<file path="config.mk">
export PLATFORM = sky130hd
export DESIGN_NAME = mem_port_arbiter
export DESIGN_NICKNAME = d
export VERILOG_FILES = /design/src/rtl/mem_port_arbiter.sv
export SDC_FILE = /design/constraint.sdc
export NUM_CORES = 1
export LEC_CHECK = 0
export CAP_MARGIN = 5
export CORE_MARGIN = 2
export CORE_UTILIZATION = 35
export DETAILED_ROUTE_END_ITERATION = 10
export PLACE_DENSITY = 0.81
export SLEW_MARGIN = 25
export SYNTH_ARGS = -nofsm -noshare
export SYNTH_HDL_FRONTEND = slang
export SYNTH_SLANG_ARGS = --single-unit
</file>
<file path="constraint.sdc">
create_clock -name clk -period 2.3 [get_ports clk]
set_input_delay 0.69 -clock clk [delete_from_list [all_inputs] [get_ports clk]]
set_output_delay 0.69 -clock clk [all_outputs]
set_load 0.005 [all_outputs]
</file>
<file path="src/rtl/mem_port_arbiter.sv">
// mem_port_arbiter: shares one single-port RAM between fetch and data ports.
// Data port wins by default; a run counter forces fetch after MAX_RUN grants.
module mem_port_arbiter #(
  parameter int AW      = 32,
  parameter int DW      = 32,
  parameter int MEM_LAT = 2,
  parameter int MAX_RUN = 4
) (
  input  logic          clk,
  input  logic          rst,
  input  logic          if_req,
  input  logic [AW-1:0] if_addr,
  output logic [DW-1:0] if_rdata,
  output logic          if_ack,
  output logic          if_stall,
  input  logic          dm_req,
  input  logic          dm_we,
  input  logic [AW-1:0] dm_addr,
  input  logic [DW-1:0] dm_wdata,
  output logic [DW-1:0] dm_rdata,
  output logic          dm_ack,
  output logic          dm_stall,
  output logic          ram_en,
  output logic          ram_we,
  output logic [AW-1:0] ram_addr,
  output logic [DW-1:0] ram_wdata,
  input  logic [DW-1:0] ram_rdata
);

  typedef enum logic [1:0] {
    IDLE,
    ACCESS,
    RESP
  } state_t;

  state_t     state;
  logic       own_dm;
  logic [3:0] lat_cnt;
  logic [3:0] run_cnt;
  logic       pick_dm;
  logic       run_full;

  assign run_full = (run_cnt == 4'(MAX_RUN));
  assign pick_dm  = dm_req & ~(if_req & run_full);

  assign if_stall = if_req & ~if_ack;
  assign dm_stall = dm_req & ~dm_ack;

  always_ff @(posedge clk) begin
    if (!rst) begin
      state     <= IDLE;
      own_dm    <= 1'b0;
      lat_cnt   <= '0;
      run_cnt   <= '0;
      if_ack    <= 1'b0;
      dm_ack    <= 1'b0;
      ram_en    <= 1'b0;
      ram_we    <= 1'b0;
      ram_addr  <= '0;
      ram_wdata <= '0;
      if_rdata  <= '0;
      dm_rdata  <= '0;
    end else begin
      if_ack <= 1'b0;
      dm_ack <= 1'b0;
      unique case (state)
        IDLE: begin
          if (if_req | dm_req) begin
            own_dm    <= pick_dm;
            ram_en    <= 1'b1;
            ram_we    <= pick_dm & dm_we;
            ram_addr  <= pick_dm ? dm_addr : if_addr;
            ram_wdata <= pick_dm ? dm_wdata : '0;
            lat_cnt   <= 4'(MEM_LAT - 1);
            state     <= ACCESS;
            // Only data grants that overtake a waiting fetch count.
            if (pick_dm && if_req)
              run_cnt <= run_full ? run_cnt : run_cnt + 4'd1;
            else
              run_cnt <= '0;
          end
        end
        ACCESS: begin
          if (lat_cnt != 4'd0) begin
            lat_cnt <= lat_cnt - 4'd1;
          end else begin
            if (!ram_we) begin
              if (own_dm) dm_rdata <= ram_rdata;
              else        if_rdata <= ram_rdata;
            end
            ram_en <= 1'b0;
            ram_we <= 1'b0;
            if_ack <= ~own_dm;
            dm_ack <= own_dm;
            state  <= RESP;
          end
        end
        RESP: begin
          state <= IDLE;
        end
        default: begin
          state <= IDLE;
        end
      endcase
    end
  end

endmodule

</file>
==> reports/results.tsv <==
metric	value	unit
status	completed	
dpl hpwl	11.1	mm
worst setup margin	0.0417	ns
H-tree depth	4	
number of global-route vias before repair	5259	
Pwr Density	788	mW/mm^2
Crit-path slowest cell	clkdlybuf4s50_1	
synth top area cells	dfxtp_1, nand2_1, a21oi_1	
Reg clk slew, reported paths	0.06	ns
first-pass GRT wire length	26.9	mm
Syn Std Cell Area	0.00579	mm^2
post-layout min period	2.26	ns
CTS root buffer	clkbuf_16	
cts hold-fix bufs	0	
flops & latches, synth	143	
fmax	443	MHz
Via-to-Cell Ratio	4.72	
Die H	133	um
ANT nets after route	0	
Worst path max stage delay	0.49	ns
CP Max Fanout	2	
crit start category	primary input	
io pins	267	
WP data arrival	1.57	ns
Die W	133	um
clock power share	40.7	%
routed len/inst	14.8	um
Cells after DPL	1105	
final WL	16.8	mm
CTS-repair resized insts	2	
Static Leak	3.32	nW
P&R area growth vs syn	60.2	%
final setup fails	0	
critical-path cell list	dlygate4sd2_1 -> nor2b_2 -> clkdlybuf4s50_1	
VDD IR-drop max	0.000497	V
cell area after layout	0.00927	mm^2
Fin. Hold Viols	0	
Final nets	1041	
CORE AREA	0.0163	mm^2
Worst R2R Setup Slack	0.39	ns
antenna violations before repair	0	
Post-Place Setup Slack	-0.228	ns
die footprint	0.0176	mm^2
Clock Path Buffers	2	
critical path data required time	1.61	ns
Rows	47	
cell-internal power	5.42	mW
Fin Hold WS	0.447	ns
syn_area_per_cell	8.86	um^2
CP delay by family, top	buffers and inverters	
drt pass-1 iters	4	
starting density of the core	35.4	%
Placed Area	0.00862	mm^2
Syn Nets	790	
DR DRC count	0	
leading area contributor after synthesis	dfxtp_1	
Crit. path cell count	3	
Final Max Tran Viols	0	
total gr overflow	0	
Inserted Diodes	0	
Post-CTS Setup Bufs	0	
clock sinks	143	
TritonCTS buffer count	17	
sw frac	25.8	%
Design Power	7.31	mW
Comb power frac	20.7	%
Yosys top cell area share	49.5	%
Synth cell types	34	
GRT Total Usage	19.1	%
Port Buf Inserts	266	
max_cap viols	0	
hold path depth	2	
Synthesis Warnings	0	
share of cells above drive strength 1	8.40	%
1st-iter DRT viols	257	
final cell count without fillers	1137	
Clock Skew	0.00724	ns
clock latency on the worst-skew pair	0.42	ns
Sequential Power Share	38.6	%
fin crit share	98.2	%
largest net degree at the start of global routing	74	
worst min path class	flop to flop	
Seq/Total Area, Yosys	49.5	%
final core occ	56.7	%
P_sw	1.88	mW
RSZ-0062 raised after global routing	no	
CTS tree	yes	
Slew headroom	71.3	%
Post-Synthesis Cells	653	
RD Place Congestion	0.780	
setup TNS	0	ns
FF-to-FF path depth	7	
critical path type	primary input to primary output	
crit end category	primary output	
DR vias	5372	
slew at the pin with the worst max-slew slack	0.431	ns
Crit path buffers/inverters	2	
registers in the layout, indices dropped and copies added, names as in the netlist:
| signal | cells |
|---|---|
| ram_we | 1 |
| dm_ack | 1 |
| lat_cnt | 4 |
| own_dm | 1 |
| run_cnt | 4 |
| if_rdata | 32 |
| ram_addr | 32 |
| if_ack | 1 |
| ram_wdata | 32 |
| ram_en | 1 |
| dm_rdata | 32 |
| state | 2 |
power by group through the flow:
stage | Combinational, mW | Clock, mW | Sequential (mW)
2_1_floorplan | 0.707 | 0 | 2.88
3_3_place_gp | 1.49 | 0 | 2.86
3_5_place_dp | 1.51 | 0 | 2.87
4_1_cts | 1.53 | 3.03 | 2.82
5_1_grt | 1.65 | 3.15 | 2.84
6_report | 1.51 | 2.98 | 2.82
routing by layer:
metal  wire (um)  GRT usage, %  up-vias
met3         882          5.17       25
met2        8570          33.3      158
met4         394          8.24        0
li1            -             -     2712
met5           0             0        -
met1        6980          21.9     2477
tightest hold or removal path, stage by stage, from the launching register on:
cell      delay (ns)
dfxtp_1         0.31
nand2_1         0.05
a21boi_1        0.05
synth_stat cells (all sizes together):
cell type    n
or3          1
inv          6
nand4b       3
nor3         4
o21a         2
o21ai       36
ha           4
nor4b        1
clkbuf      26
and4b        2
nor4         2
a31oi        1
a21boi      68
or2          2
dfxtp      143
nor3b        3
and3         2
nand3        5
nand2      165
and2         3
nor2b       39
a22oi       33
nor2         5
nand2b       3
buf         25
a21oi       69
kinds of logic (layout without fill, tap and decap cells):
| logic type | after synthesis | count (layout) | share of synthesized area, % |
|---|---|---|---|
| AND/OR/NAND/NOR | 240 | 240 | 19.6 |
| flip-flops | 143 | 143 | 49.5 |
| adder cells (fa/ha/maj) | 4 | 4 | 0.865 |
| AO/OA/AOI/OAI | 209 | 209 | 24.3 |
| buffers and inverters | 57 | 321 | 5.82 |
cells in the final DEF (no fill, tap or decap), drive strengths merged, types with 2 or more instances in the layout:
cell           instances
a21boi                68
a21oi                 69
a22oi                 33
and2                   3
and3                   2
and4b                  2
buf                   18
bufinv                 4
clkbuf                19
clkdlybuf4s50        262
clkinv                 7
dfxtp                143
dlygate4sd2            2
ha                     4
inv                    7
nand2                165
nand2b                 3
nand3                  5
nand4b                 3
nor2                   5
nor2b                 39
nor3                   4
nor3b                  3
nor4                   2
o21a                   2
o21ai                 36
or2                    2
final timing paths:
kind / startpoint / endpoint
max: dm_req / dm_stall
min: if_rdata[31]$_SDFFE_PN0P_ / if_rdata[31]$_SDFFE_PN0P_
max reg2reg: lat_cnt[0]$_SDFFE_PN0P_ / if_rdata[15]$_SDFFE_PN0P_
min reg2reg: if_rdata[31]$_SDFFE_PN0P_ / if_rdata[31]$_SDFFE_PN0P_
area by class of cell:
class / instances / area [um^2]
clock buffers: 19 / 453
clock inverters: 13 / 186
inverters: 6 / 22.5
fillers: 1486 / 7080
flip-flops and latches: 143 / 2860
multi-input cells: 453 / 2590
well taps: 220 / 275
repair buffers: 283 / 2880
Power figures use the tool's default switching activity.
